`src/rtl/axi4lite_master_arbiter_if.sv`:
```
// AXI4-Lite master-side bus bundle shared between the arbiter and the slave register file.
// The master modport drives requests and ready-for-response signals; the slave modport is its mirror.
interface axi4lite_master_arbiter_if #(
    parameter int C_M_AXI_DATA_WIDTH = 32,
    parameter int C_M_AXI_ADDR_WIDTH = 4
);
    logic [C_M_AXI_ADDR_WIDTH-1:0] m_awaddr;
    logic [2:0]                    m_awprot;
    logic                          m_awvalid;
    logic                          m_awready;
    logic [C_M_AXI_DATA_WIDTH-1:0] m_wdata;
    logic                          m_wvalid;
    logic                          m_wready;
    logic [1:0]                    m_bresp;
    logic                          m_bvalid;
    logic                          m_bready;
    logic [C_M_AXI_ADDR_WIDTH-1:0] m_araddr;
    logic [2:0]                    m_arprot;
    logic                          m_arvalid;
    logic                          m_arready;
    logic [C_M_AXI_DATA_WIDTH-1:0] m_rdata;
    logic [1:0]                    m_rresp;
    logic                          m_rvalid;
    logic                          m_rready;

    modport master (
        output m_awaddr, m_awprot, m_awvalid, m_wdata, m_wvalid, m_bready,
               m_araddr, m_arprot, m_arvalid, m_rready,
        input  m_awready, m_wready, m_bresp, m_bvalid, m_arready,
               m_rdata, m_rresp, m_rvalid
    );

    modport slave (
        input  m_awaddr, m_awprot, m_awvalid, m_wdata, m_wvalid, m_bready,
               m_araddr, m_arprot, m_arvalid, m_rready,
        output m_awready, m_wready, m_bresp, m_bvalid, m_arready,
               m_rdata, m_rresp, m_rvalid
    );
endinterface

```
`src/rtl/axi4lite_master_arbiter.sv`:
```
// Two-requester round-robin front end for a single AXI4-Lite master port.
// One single-beat read or write per grant; response is routed back to the granted requester.
module axi4lite_master_arbiter #(
    parameter int C_M_AXI_DATA_WIDTH = 32,
    parameter int C_M_AXI_ADDR_WIDTH = 4
) (
    input  logic                            m_aclk,
    input  logic                            m_areset,
    input  logic [1:0]                      req_valid,
    input  logic [1:0]                      req_write,
    input  logic [2*C_M_AXI_ADDR_WIDTH-1:0] req_addr,
    input  logic [2*C_M_AXI_DATA_WIDTH-1:0] req_wdata,
    output logic [1:0]                      req_ready,
    output logic [1:0]                      done,
    output logic [C_M_AXI_DATA_WIDTH-1:0]   rsp_data,
    output logic [1:0]                      rsp_resp,
    axi4lite_master_arbiter_if.master       m_axi
);
    localparam int DW = C_M_AXI_DATA_WIDTH;
    localparam int AW = C_M_AXI_ADDR_WIDTH;

    typedef enum logic [2:0] {IDLE, WR, WR_RESP, RD_ADDR, RD_DATA, DONE} state_t;

    state_t                state, state_n;
    logic                  last_grant;
    logic                  gnt;
    logic                  g_q;
    logic [AW-1:0]         addr_q;
    logic [DW-1:0]         wdata_q;
    logic                  aw_done, w_done;
    logic                  aw_hs, w_hs, take;
    logic [1:0][AW-1:0]    addr_lanes;
    logic [1:0][DW-1:0]    wdata_lanes;

    assign addr_lanes  = req_addr;
    assign wdata_lanes = req_wdata;

    // Contention goes to whoever did not win last; a lone requester always wins.
    assign gnt  = (req_valid == 2'b11) ? ~last_grant : req_valid[1];
    assign take = (state == IDLE) && (|req_valid);

    assign aw_hs = (state == WR) && !aw_done && m_axi.m_awready;
    assign w_hs  = (state == WR) && !w_done  && m_axi.m_wready;

    always_ff @(posedge m_aclk) begin
        if (m_areset) state <= IDLE;
        else          state <= state_n;
    end

    always_comb begin
        state_n = state;
        case (state)
            IDLE:    if (|req_valid) state_n = req_write[gnt] ? WR : RD_ADDR;
            WR:      if ((aw_done || aw_hs) && (w_done || w_hs)) state_n = WR_RESP;
            WR_RESP: if (m_axi.m_bvalid) state_n = DONE;
            RD_ADDR: if (m_axi.m_arready) state_n = RD_DATA;
            RD_DATA: if (m_axi.m_rvalid) state_n = DONE;
            DONE:    state_n = IDLE;
            default: state_n = IDLE;
        endcase
    end

    // Event pulses are masked during reset so an aborted transaction never reports.
    always_comb begin
        req_ready       = '0;
        done            = '0;
        m_axi.m_awvalid = 1'b0;
        m_axi.m_wvalid  = 1'b0;
        m_axi.m_bready  = 1'b0;
        m_axi.m_arvalid = 1'b0;
        m_axi.m_rready  = 1'b0;
        case (state)
            IDLE:    if (!m_areset && (|req_valid)) req_ready[gnt] = 1'b1;
            WR: begin
                m_axi.m_awvalid = !aw_done;
                m_axi.m_wvalid  = !w_done;
            end
            WR_RESP: m_axi.m_bready  = 1'b1;
            RD_ADDR: m_axi.m_arvalid = 1'b1;
            RD_DATA: m_axi.m_rready  = 1'b1;
            DONE:    if (!m_areset) done[g_q] = 1'b1;
            default: ;
        endcase
    end

    always_ff @(posedge m_aclk) begin
        if (m_areset) begin
            last_grant <= 1'b1;
            g_q        <= 1'b0;
            addr_q     <= '0;
            wdata_q    <= '0;
            aw_done    <= 1'b0;
            w_done     <= 1'b0;
            rsp_data   <= '0;
            rsp_resp   <= '0;
        end else begin
            if (take) begin
                g_q     <= gnt;
                addr_q  <= addr_lanes[gnt];
                wdata_q <= wdata_lanes[gnt];
                aw_done <= 1'b0;
                w_done  <= 1'b0;
            end
            if (aw_hs) aw_done <= 1'b1;
            if (w_hs)  w_done  <= 1'b1;
            if (state == WR_RESP && m_axi.m_bvalid) rsp_resp <= m_axi.m_bresp;
            if (state == RD_DATA && m_axi.m_rvalid) begin
                rsp_data <= m_axi.m_rdata;
                rsp_resp <= m_axi.m_rresp;
            end
            if (state == DONE) last_grant <= g_q;
        end
    end

    assign m_axi.m_awaddr = addr_q;
    assign m_axi.m_araddr = addr_q;
    assign m_axi.m_wdata  = wdata_q;
    assign m_axi.m_awprot = 3'b000;
    assign m_axi.m_arprot = 3'b000;
endmodule

```
`src/flat_wrapper.sv`:
```
// flat-port wrapper written by rule: the top's interface ports become plain ports
module axi4lite_master_arbiter_flat 
#(
    parameter int C_M_AXI_DATA_WIDTH = 32,
    parameter int C_M_AXI_ADDR_WIDTH = 4
)
  (m_aclk, m_areset, req_valid, req_write, req_addr, req_wdata, req_ready, done, rsp_data, rsp_resp, m_axi_m_awaddr, m_axi_m_awprot, m_axi_m_awvalid, m_axi_m_wdata, m_axi_m_wvalid, m_axi_m_bready, m_axi_m_araddr, m_axi_m_arprot, m_axi_m_arvalid, m_axi_m_rready, m_axi_m_awready, m_axi_m_wready, m_axi_m_bresp, m_axi_m_bvalid, m_axi_m_arready, m_axi_m_rdata, m_axi_m_rresp, m_axi_m_rvalid);
  axi4lite_master_arbiter_if #(.C_M_AXI_DATA_WIDTH(C_M_AXI_DATA_WIDTH), .C_M_AXI_ADDR_WIDTH(C_M_AXI_ADDR_WIDTH)) m_axi_i ();
  input  logic m_aclk;
  input  logic m_areset;
  input  logic [1:0] req_valid;
  input  logic [1:0] req_write;
  input  logic [2*C_M_AXI_ADDR_WIDTH-1:0] req_addr;
  input  logic [2*C_M_AXI_DATA_WIDTH-1:0] req_wdata;
  output logic [1:0] req_ready;
  output logic [1:0] done;
  output logic [C_M_AXI_DATA_WIDTH-1:0] rsp_data;
  output logic [1:0] rsp_resp;
  output wire logic [$bits(m_axi_i.m_awaddr)-1:0] m_axi_m_awaddr;
  output wire logic [$bits(m_axi_i.m_awprot)-1:0] m_axi_m_awprot;
  output wire logic [$bits(m_axi_i.m_awvalid)-1:0] m_axi_m_awvalid;
  output wire logic [$bits(m_axi_i.m_wdata)-1:0] m_axi_m_wdata;
  output wire logic [$bits(m_axi_i.m_wvalid)-1:0] m_axi_m_wvalid;
  output wire logic [$bits(m_axi_i.m_bready)-1:0] m_axi_m_bready;
  output wire logic [$bits(m_axi_i.m_araddr)-1:0] m_axi_m_araddr;
  output wire logic [$bits(m_axi_i.m_arprot)-1:0] m_axi_m_arprot;
  output wire logic [$bits(m_axi_i.m_arvalid)-1:0] m_axi_m_arvalid;
  output wire logic [$bits(m_axi_i.m_rready)-1:0] m_axi_m_rready;
  input wire logic [$bits(m_axi_i.m_awready)-1:0] m_axi_m_awready;
  input wire logic [$bits(m_axi_i.m_wready)-1:0] m_axi_m_wready;
  input wire logic [$bits(m_axi_i.m_bresp)-1:0] m_axi_m_bresp;
  input wire logic [$bits(m_axi_i.m_bvalid)-1:0] m_axi_m_bvalid;
  input wire logic [$bits(m_axi_i.m_arready)-1:0] m_axi_m_arready;
  input wire logic [$bits(m_axi_i.m_rdata)-1:0] m_axi_m_rdata;
  input wire logic [$bits(m_axi_i.m_rresp)-1:0] m_axi_m_rresp;
  input wire logic [$bits(m_axi_i.m_rvalid)-1:0] m_axi_m_rvalid;
  assign m_axi_m_awaddr = m_axi_i.m_awaddr;
  assign m_axi_m_awprot = m_axi_i.m_awprot;
  assign m_axi_m_awvalid = m_axi_i.m_awvalid;
  assign m_axi_m_wdata = m_axi_i.m_wdata;
  assign m_axi_m_wvalid = m_axi_i.m_wvalid;
  assign m_axi_m_bready = m_axi_i.m_bready;
  assign m_axi_m_araddr = m_axi_i.m_araddr;
  assign m_axi_m_arprot = m_axi_i.m_arprot;
  assign m_axi_m_arvalid = m_axi_i.m_arvalid;
  assign m_axi_m_rready = m_axi_i.m_rready;
  assign m_axi_i.m_awready = m_axi_m_awready;
  assign m_axi_i.m_wready = m_axi_m_wready;
  assign m_axi_i.m_bresp = m_axi_m_bresp;
  assign m_axi_i.m_bvalid = m_axi_m_bvalid;
  assign m_axi_i.m_arready = m_axi_m_arready;
  assign m_axi_i.m_rdata = m_axi_m_rdata;
  assign m_axi_i.m_rresp = m_axi_m_rresp;
  assign m_axi_i.m_rvalid = m_axi_m_rvalid;
  axi4lite_master_arbiter #(.C_M_AXI_DATA_WIDTH(C_M_AXI_DATA_WIDTH), .C_M_AXI_ADDR_WIDTH(C_M_AXI_ADDR_WIDTH)) u_core (.m_aclk(m_aclk), .m_areset(m_areset), .req_valid(req_valid), .req_write(req_write), .req_addr(req_addr), .req_wdata(req_wdata), .req_ready(req_ready), .done(done), .rsp_data(rsp_data), .rsp_resp(rsp_resp), .m_axi(m_axi_i));
endmodule
```
`config.mk`:
```
export PLATFORM = sky130hd
export DESIGN_NAME = axi4lite_master_arbiter_flat
export DESIGN_NICKNAME = d
export VERILOG_FILES = /design/src/rtl/axi4lite_master_arbiter_if.sv /design/src/rtl/axi4lite_master_arbiter.sv /design/src/flat_wrapper.sv
export SDC_FILE = /design/constraint.sdc
export NUM_CORES = 1
export LEC_CHECK = 0
export ABC_CLOCK_PERIOD_IN_PS = 2600
export CAP_MARGIN = 40
export CORE_MARGIN = 10
export CORE_UTILIZATION = 41
export CTS_CLUSTER_DIAMETER = 120
export DETAILED_ROUTE_END_ITERATION = 8
export GPL_TIMING_DRIVEN = 0
export PLACE_DENSITY = 0.95
export SLEW_MARGIN = 5
export SYNTH_ARGS = -nofsm -noshare
export SYNTH_HDL_FRONTEND = slang
export SYNTH_SLANG_ARGS = --single-unit
```
`constraint.sdc`:
```
create_clock -name m_aclk -period 2.6 [get_ports m_aclk]
set_input_delay 0.52 -clock m_aclk [delete_from_list [all_inputs] [get_ports m_aclk]]
set_output_delay 0.52 -clock m_aclk [all_outputs]
set_load 0.02 [all_outputs]
```
==> impl_metrics.toml <==
[yosys]
async_flop_share_pct = 0
ys_types = 34
syn-instance-count = 379
synthTopCellsByArea = "dfxtp_1 (42%), a211oi_2 (11%), mux2i_1 (11%)"
seq_area_frac_synth_pct = 42.4
ys_warn_count = 0
syn_area_per_cell_um2 = 9.60
syn_area_um2 = 3640
ys_seq_elements = 77
synth-edff-count = 0
synth_top_area_share_pct = 42.4
synthTopCellsByCount = "dfxtp_1 (77), nand2_1 (73), mux2i_1 (39)"
synth.most_common_cell = "dfxtp_1"
yosysTopAreaCell = "dfxtp_1"
ys.flop_type = "dfxtp_1"

[setup_path]
crit_family = "buffers and inverters"
worst_r2r_path_depth = 6
rrSetupSlack_ns = 0.86
cpMaxStageDelayCell = "clkdlybuf4s50_1"
path_cells = "clkdlybuf4s50_1 -> a21boi_4 -> buf_12 -> nand2_1 -> nor2_1 -> clkdlybuf4s15_2"
cp.buffers_inverters = 3
r2r-start = "u_core.state[2]$_SDFFE_PP0P_"
worstPathMaxFanout = 5
arrival_ns = 1.96
worst-endpoint-required_ns = 2.08
critPathLaunchType = "input pin"
critPathKind = "in2out"
max_stage_delay_ns = 0.51
reg2reg_to = "u_core.rsp_data[28]$_SDFFE_PP0P_"
worstSetupEndpointType = "output port"

[die]
die_x_um = 114
rows = 34
io_pins = 208
dieHeight_um = 114
core_um2 = 8680
die_area_um2 = 13000
initial_core_util_pct = 41.9

[cts]
insertion_delay_ns = 0.34
cts.sinks = 77
cts_root_buf = "clkbuf_8"
cts_hold_buf = 0
cts_max_level = 3
clockBufferDepth = 2
numCtsBuffers = 9
path_clk_slew_ns = 0.09
cts_tree = "built"

[placement]
io_buffers = 200
gp_congestion = 0.801
placed_cells_incl_taps = 692
dp_hpwl_um = 10600
post-place-ws_ns = -0.587

[power_and_ir_drop]
power_uw = 5180
peakVddDrop_mv = 0.406
leakage_uw = 0.00221
powerDensity_nw_per_um2 = 860

[sta]
finalCritPeriodShare_pct = 95.2
finalHoldViolations = 0
finalSetupViolCount = 0
finClkSkew_ns = 0.0113
fmax_mhz = 404
rsz0062_at_grt = "false"
slew_headroom_pct = 50.2
fin_ws_ns = 0.125
final_max_slew_viol_count = 0
tightest_slew_ns = 0.747
finalCriticalPeriod_ns = 2.48

[run]
cap_violations = 0

[worst_hold_path]
min-delay-start = "u_core.rsp_data[21]$_SDFFE_PP0P_"
min_to = "u_core.rsp_data[21]$_SDFFE_PP0P_"
hold_path_class = "reg2reg"
worstHoldPathCells = 2

[route]
vias = 3584
drc = 0
first_pass_iters = 5
drt-initial-drc-count = 119
post_drt_wl_per_cell_um = 18.4
routed_via_density = 5.06
wirelength_um = 13100
ant_nets = 0

[global_route]
grt_pass1_vias = 3834
antenna_found_initial = 0
grt_max_degree = 20
grt_overflow = 0
grt_pass1_wl_um = 20000
grtUsageTotal_pct = 19.1

[cells_and_area]
fin_cells = 709
fillers = 625
antenna_cells = 0
areaGrowthSynthToFinish_pct = 65.5
fin_nets = 715
drive_gt1_share_pct = 18.8

[status]
status = "complete, no violations"
==> worst max-delay path by stage <==
stage | startpoint | endpoint | slack, ns | cells past startpoint
after floorplan | req_valid[1] | req_ready[0] | 0.62 | 4
after global placement | req_valid[1] | req_ready[1] | -0.55 | 7
after detailed placement | req_valid[1] | req_ready[1] | -0.59 | 7
after CTS | req_valid[1] | req_ready[1] | 0.005 | 6
after global routing | u_core.state[0]$_SDFFE_PP0P_ | done[1] | 0.02 | 4
final | req_valid[1] | req_ready[1] | 0.12 | 6
==> layout by cell type, fill, tap and decap left out, drive strengths merged, types with 3 or more instances in the layout <==
master / Yosys / final
dfxtp: 77 / 77
nor3: 3 / 3
nand2: 73 / 73
o21ai: 5 / 5
nor2: 44 / 44
mux2i: 39 / 39
a21oi: 35 / 35
clkbuf: 12 / 22
inv: 2 / 4
nand3b: 3 / 3
a211oi: 36 / 36
conb: 1 / 6
a31oi: 3 / 3
clkdlybuf4s50: 0 / 196
buf: 29 / 30
dlygate4sd2: 0 / 3
and2: 3 / 3
==> power by group <==
| part | internal, uW | switching, uW |
|---|---|---|
| Sequential | 1450 | 185 |
| Clock | 477 | 463 |
| Combinational | 1280 | 1320 |
==> repair_timing <==
item	in CTS	in global routing
hold endpoints to repair	0	0
pin swaps	0	0
cloned	0	0
setup buffers	0	2
gates resized for setup	10	1
setup endpoints to repair	4	2
==> routing by layer <==
metal  GRT usage [%]  vias up  wire length, um
li1                -     1717                -
met1            19.5     1670             4860
met2            32.7      179             6300
met3            10.3       18             1700
met4            6.43        0              200
met5               0        -                0
==> final cells by class <==
class                   count  area, um2  area share, %
multi-input cells         264       1780           29.5
plain buffers              40        340           5.65
clock buffers              10        138           2.29
well taps                 108        135           2.24
clock inverters             6       68.8           1.14
inverters                   2       7.51          0.125
repair buffers            202       2010           33.4
flip-flops and latches     77       1540           25.6
==> worst register-to-register path: cells and delay by family (launching register included) <==
family / cells / cell delay [ns]
buffers and inverters: 2 / 0.46
AO/OA/AOI/OAI: 1 / 0.09
AND/OR/NAND/NOR: 3 / 0.69
flip-flops: 1 / 0.36
==> cells by family (layout without fill, tap and decap cells) <==
| group | count (synthesis) | count (layout) | share of synthesized area (%) |
|---|---|---|---|
| and+or+nand+nor | 132 | 132 | 17.4 |
| AOI/OAI and AO/OA | 87 | 87 | 19.9 |
| DFF | 77 | 77 | 42.4 |
| buffers and inverters | 43 | 260 | 9.49 |
| muxes | 39 | 39 | 10.7 |
| other | 1 | 6 | 0.103 |
==> stage by stage <==
| stage | util [%] | cell area, um2 | hold WS, ns | setup TNS [ns] |
|---|---|---|---|---|
| finish | 69.4 | 6020 | 0.458 | 0 |
| global route | 69.4 | 6020 | 0.475 | 0 |
| CTS | 69.2 | 6010 | 0.460 | 0 |
| detailed placement | 66.8 | 5790 | 0.449 | -0.922 |
| global placement | 66.8 | 5790 | 0.441 | -0.866 |
| floorplan | - | 3660 | 0.458 | 0 |
==> flip-flops by register name (all words and copies together), names as in the netlist <==
name,flops
u_core.m_axi.m_araddr,4
u_core.g_q,1
u_core.w_done,1
u_core.state,3
u_core.aw_done,1
u_core.m_axi.m_wdata,32
u_core.rsp_data,32
u_core.last_grant,1
u_core.rsp_resp,2
Note: power is estimated with default switching activity, not from simulation.
==> edit 1 (same settings) <==
The 6 states of `state_t` get a one-hot encoding in 6 bits.
--- a/src/rtl/axi4lite_master_arbiter.sv
+++ b/src/rtl/axi4lite_master_arbiter.sv
@@ -20,5 +20,5 @@
     localparam int AW = C_M_AXI_ADDR_WIDTH;
 
-    typedef enum logic [2:0] {IDLE, WR, WR_RESP, RD_ADDR, RD_DATA, DONE} state_t;
+    typedef enum logic [5:0] {IDLE = 6'b000001, WR = 6'b000010, WR_RESP = 6'b000100, RD_ADDR = 6'b001000, RD_DATA = 6'b010000, DONE = 6'b100000} state_t;
 
     state_t                state, state_n;
Check against the original RTL: no difference found for any inputs over 10 cycles, from zero or initial values and one cycle with m_areset high; not proved beyond that.
==> edit 1 against the unedited design <==
  * Total power down 3.9%
  * Non-clock buffer count down 2
  * Global-route usage up 0.13 points
  * Worst hold slack got worse by 4.3 ps
  * Sequential cell count grew 3
  * Critical endpoint is now m_axi_m_awvalid
  * Worst setup slack lost 48 ps
  * Final cell count is 1.7% higher
  * Routed wire length decreased by 3.0%
  * Design area is 2.8% lower
  * Largest power group unchanged
  * Synthesized area shrank 5.9%
==> edit 1: results (changes against the unedited design) <==
Parameter                              Value

Run status
  Outcome ... finished, final reports clean (unchanged)

Power and ir drop
  Sw frac ... 37.2% (was 38.0%)

STA
  Hold Worst Slack ... 453 ps (was 458 ps)
  Skew final ... 13.3 ps (was 11.3 ps)
  Period Utilization, post-route ... 97.0% (was 95.2%)

Place
  HPWL after detailed placement ... 10.4 mm (was 10.6 mm)
  Place WS ... -647 ps (was -587 ps)

Finish
  Buffers outside the clock class ... 240 (was 242)
  Total area of sequential cells ... 1600 um^2 (was 1540 um^2)
  Footprint of the multi-input gates ... 1670 um^2 (was 1780 um^2)
  Data buffer area share ... 38.1% (was 39.1%)
  Clock buffers ... 11 (was 10)

Logic synthesis
  Cell variety after synth ... 36 (was 34)
  Leading post-synthesis cells by instance count ... dfxtp_1, nand2_1, nor2_1, a21oi_1, mux2i_1 (was dfxtp_1, nand2_1, mux2i_1, a21oi_1, a211oi_2)
  Share of synthesized area spent on multiplexers ... 10.8% (was 10.7%)

Critical path
  Critical path endpoint ... m_axi_m_awvalid (was req_ready[1])
  Stage delay of the slowest cell on the critical path ... 410 ps (was 510 ps)
  Register-to-register setup slack ... 700 ps (was 860 ps)
  Startpoint of the worst register-to-register path ... u_core.state[4]$_SDFFE_PP0P_ (was u_core.state[2]$_SDFFE_PP0P_)
  Capturing point of the worst reg2reg path ... u_core.m_axi.m_wdata[28]$_SDFFE_PP0P_ (was u_core.rsp_data[28]$_SDFFE_PP0P_)

CTS
  Num Clock Sinks ... 80 (was 77)
  Setup fix buffers added after clock tree synthesis ... 1 (was 0)

Detailed routing
  Met3 wirelength from detailed routing ... 1.38 mm (was 1.70 mm)

Min path
  Worst min-delay path endpoint ... u_core.rsp_data[20]$_SDFFE_PP0P_ (was u_core.rsp_data[21]$_SDFFE_PP0P_)
  Hold Startpoint ... u_core.rsp_data[20]$_SDFFE_PP0P_ (was u_core.rsp_data[21]$_SDFFE_PP0P_)
[edit 1: changes by cell type in the layout (fill, tap and decap cells not counted), sizes merged, moves of 3 or more]
cell,unedited run,this run
a31oi,3,0
buf,30,24
clkbuf,22,27
clkdlybuf4s15,1,4
clkdlybuf4s50,196,193
dfxtp,77,80
nand2b,0,5
nor4,0,3
[edit 1: cell families (layout without fill, tap and decap cells)]
logic type | after synthesis | count (layout)
simple gates | 144 | 144
buf+inv | 40 | 259
mux | 37 | 37
flops | 80 | 80
other cells | 1 | 6
compound gates | 90 | 90
[edit 1: power by group through the flow]
| stage | sequential, mW | combinational [mW] | clock, mW |
|---|---|---|---|
| 4_1_cts | 1.71 | 2.24 | 1.00 |
| 6_report | 1.72 | 2.28 | 0.984 |
| 3_5_place_dp | 1.73 | 2.23 | 0 |
| 3_3_place_gp | 1.71 | 2.18 | 0 |
| 2_1_floorplan | 2.00 | 0.897 | 0 |
| 5_1_grt | 1.75 | 2.47 | 1.04 |
==> edit 2 (same settings) <==
Without the edit above. `C_M_AXI_ADDR_WIDTH` is set to 4 in 3 places; all go to 2.
--- a/src/rtl/axi4lite_master_arbiter_if.sv
+++ b/src/rtl/axi4lite_master_arbiter_if.sv
@@ -3,5 +3,5 @@
 interface axi4lite_master_arbiter_if #(
     parameter int C_M_AXI_DATA_WIDTH = 32,
-    parameter int C_M_AXI_ADDR_WIDTH = 4
+    parameter int C_M_AXI_ADDR_WIDTH = 2
 );
     logic [C_M_AXI_ADDR_WIDTH-1:0] m_awaddr;
--- a/src/rtl/axi4lite_master_arbiter.sv
+++ b/src/rtl/axi4lite_master_arbiter.sv
@@ -3,5 +3,5 @@
 module axi4lite_master_arbiter #(
     parameter int C_M_AXI_DATA_WIDTH = 32,
-    parameter int C_M_AXI_ADDR_WIDTH = 4
+    parameter int C_M_AXI_ADDR_WIDTH = 2
 ) (
     input  logic                            m_aclk,
--- a/src/flat_wrapper.sv
+++ b/src/flat_wrapper.sv
@@ -3,5 +3,5 @@
 #(
     parameter int C_M_AXI_DATA_WIDTH = 32,
-    parameter int C_M_AXI_ADDR_WIDTH = 4
+    parameter int C_M_AXI_ADDR_WIDTH = 2
 )
   (m_aclk, m_areset, req_valid, req_write, req_addr, req_wdata, req_ready, done, rsp_data, rsp_resp, m_axi_m_awaddr, m_axi_m_awprot, m_axi_m_awvalid, m_axi_m_wdata, m_axi_m_wvalid, m_axi_m_bready, m_axi_m_araddr, m_axi_m_arprot, m_axi_m_arvalid, m_axi_m_rready, m_axi_m_awready, m_axi_m_wready, m_axi_m_bresp, m_axi_m_bvalid, m_axi_m_arready, m_axi_m_rdata, m_axi_m_rresp, m_axi_m_rvalid);
Ports: changed (resized m_axi_m_araddr, m_axi_m_awaddr and req_addr); port bits go from 208 to 200. No check against the original RTL was run, so the function may have changed too.
==> edit 2 against the unedited design <==
  * Utilization grew 0.64 points
  * First-iteration DRC count grew 9.2%
  * Final cell count grew 3.0%
  * Via count grew 6.4%
  * Die area shrank 5.0%
  * Routed wire length shrank 0.17%
  * Design area shrank 4.9%
  * Sequential cell count shrank 2
  * Critical path depth shrank 1
  * Worst setup slack lost 29 ps
  * Synthesized area shrank 6.0%
  * Fmax shrank 1.2%
  * Total power shrank 28%
  * Largest cell class unchanged
==> edit 2: results (changes against the unedited design) <==
Parameter                              Value

Run status
  Outcome ... finished, final reports clean (unchanged)

Global route
  Wire length of the first global-routing pass ... 20.4 mm (was 20.0 mm)
  Largest net degree at the start of global routing ... 19 (was 20)
  Overall global routing resource usage ... 19.8% (was 19.1%)

Critical path
  Top cell family by delay on the critical path ... buffers and inverters (unchanged)
  Max Fanout on Critical Path ... 18 (was 5)
  Stage delay of the slowest cell on the critical path ... 550 ps (was 510 ps)
  Data arrival time of the worst path ... 1980 ps (was 1960 ps)

Detailed routing
  1st-iter DRT viols ... 130 (was 119)
  Per-cell via count in the routed design ... 5.22 (was 5.06)
  Overall routed net length ... 13.0 mm (was 13.1 mm)
  Post-DR wirelength/cell ... 17.9 um (was 18.4 um)

Power and ir drop
  Leakage power figure ... 2.16 nW (was 2.21 nW)
  Maximum vdd ir drop ... 0.511 mV (was 0.406 mV)
  Combinational cell fraction of total power ... 36.4% (was 50.2%)
  Clock distribution power ... 0.984 mW (was 0.940 mW)
  Power attributed to combinational cells ... 1.35 mW (was 2.60 mW)

Finish
  Fraction of standard cell area in multi-input logic ... 28.8% (was 29.5%)
  Clk tree area frac ... 3.76% (was 3.43%)
  Count of inverters not on the clock network in the layout ... 1 (was 2)
  Layout cells sized above 1 ... 12.0% (was 18.8%)
  Data buffer area share ... 38.9% (was 39.1%)
  Filler cells ... 635 (was 625)
  Total area of sequential cells ... 1500 um^2 (was 1540 um^2)
  Seq/total area ... 26.2% (was 25.6%)
  Buffers outside the clock class ... 238 (was 242)

Place
  Weighted congestion at the end of routability-driven global placement ... 0.841 (was 0.801)
  Place WS ... -607 ps (was -587 ps)
  Area post-placement ... 5490 um^2 (was 5790 um^2)
  Number of instances in the placed design ... 714 (was 692)
  HPWL after detailed placement ... 10.4 mm (was 10.6 mm)

Logic synthesis
  Register area share after synthesis ... 43.9% (was 42.4%)
  Post-Syn Area per Cell ... 8.30 um^2 (was 9.60 um^2)
  Biggest area contributors in the synthesized netlist ... dfxtp_1, nand2_1, a21oi_1 (was dfxtp_1, a211oi_2, mux2i_1)
  Leading post-synthesis cells by instance count ... nand2_1, dfxtp_1, a21oi_1, a311oi_1, buf_2 (was dfxtp_1, nand2_1, mux2i_1, a21oi_1, a211oi_2)
  Cell variety after synth ... 39 (was 34)

CTS
  Clock root buffer master ... clkbuf_8 (unchanged)
  Number of gates resized after cts ... 7 (was 10)

STA
  Skew final ... 13.9 ps (was 11.3 ps)
edit 2: path summary, 6_finish.rpt:
kind | start | endpoint | slack (ps) | cells after the start
worst max-delay path | req_valid[1] | req_ready[0] | 100 | 5
worst min-delay path | u_core.rsp_data[7]$_SDFFE_PP0P_ | u_core.rsp_data[7]$_SDFFE_PP0P_ | 460 | 2
worst max register to register | u_core.state[2]$_SDFFE_PP0P_ | u_core.m_axi.m_wdata[22]$_SDFFE_PP0P_ | 1010 | 5
worst min register to register | u_core.rsp_data[7]$_SDFFE_PP0P_ | u_core.rsp_data[7]$_SDFFE_PP0P_ | 460 | 2
edit 2: cells by family after synthesis:
kind of cell	Yosys count	synth area share, %
multiplexers	3	0.915
AO/OA/AOI/OAI	118	24.9
other	1	0.110
buffers and inverters	46	8.53
AND/OR/NAND/NOR	169	21.7
flip-flops	75	43.9
edit 2: metal layers:
metal | wire, um | global-route usage (%)
met1 | 4960 | 20.2
met2 | 6420 | 34.6
met3 | 1340 | 8.87
met4 | 327 | 8.14
met5 | 0 | 0
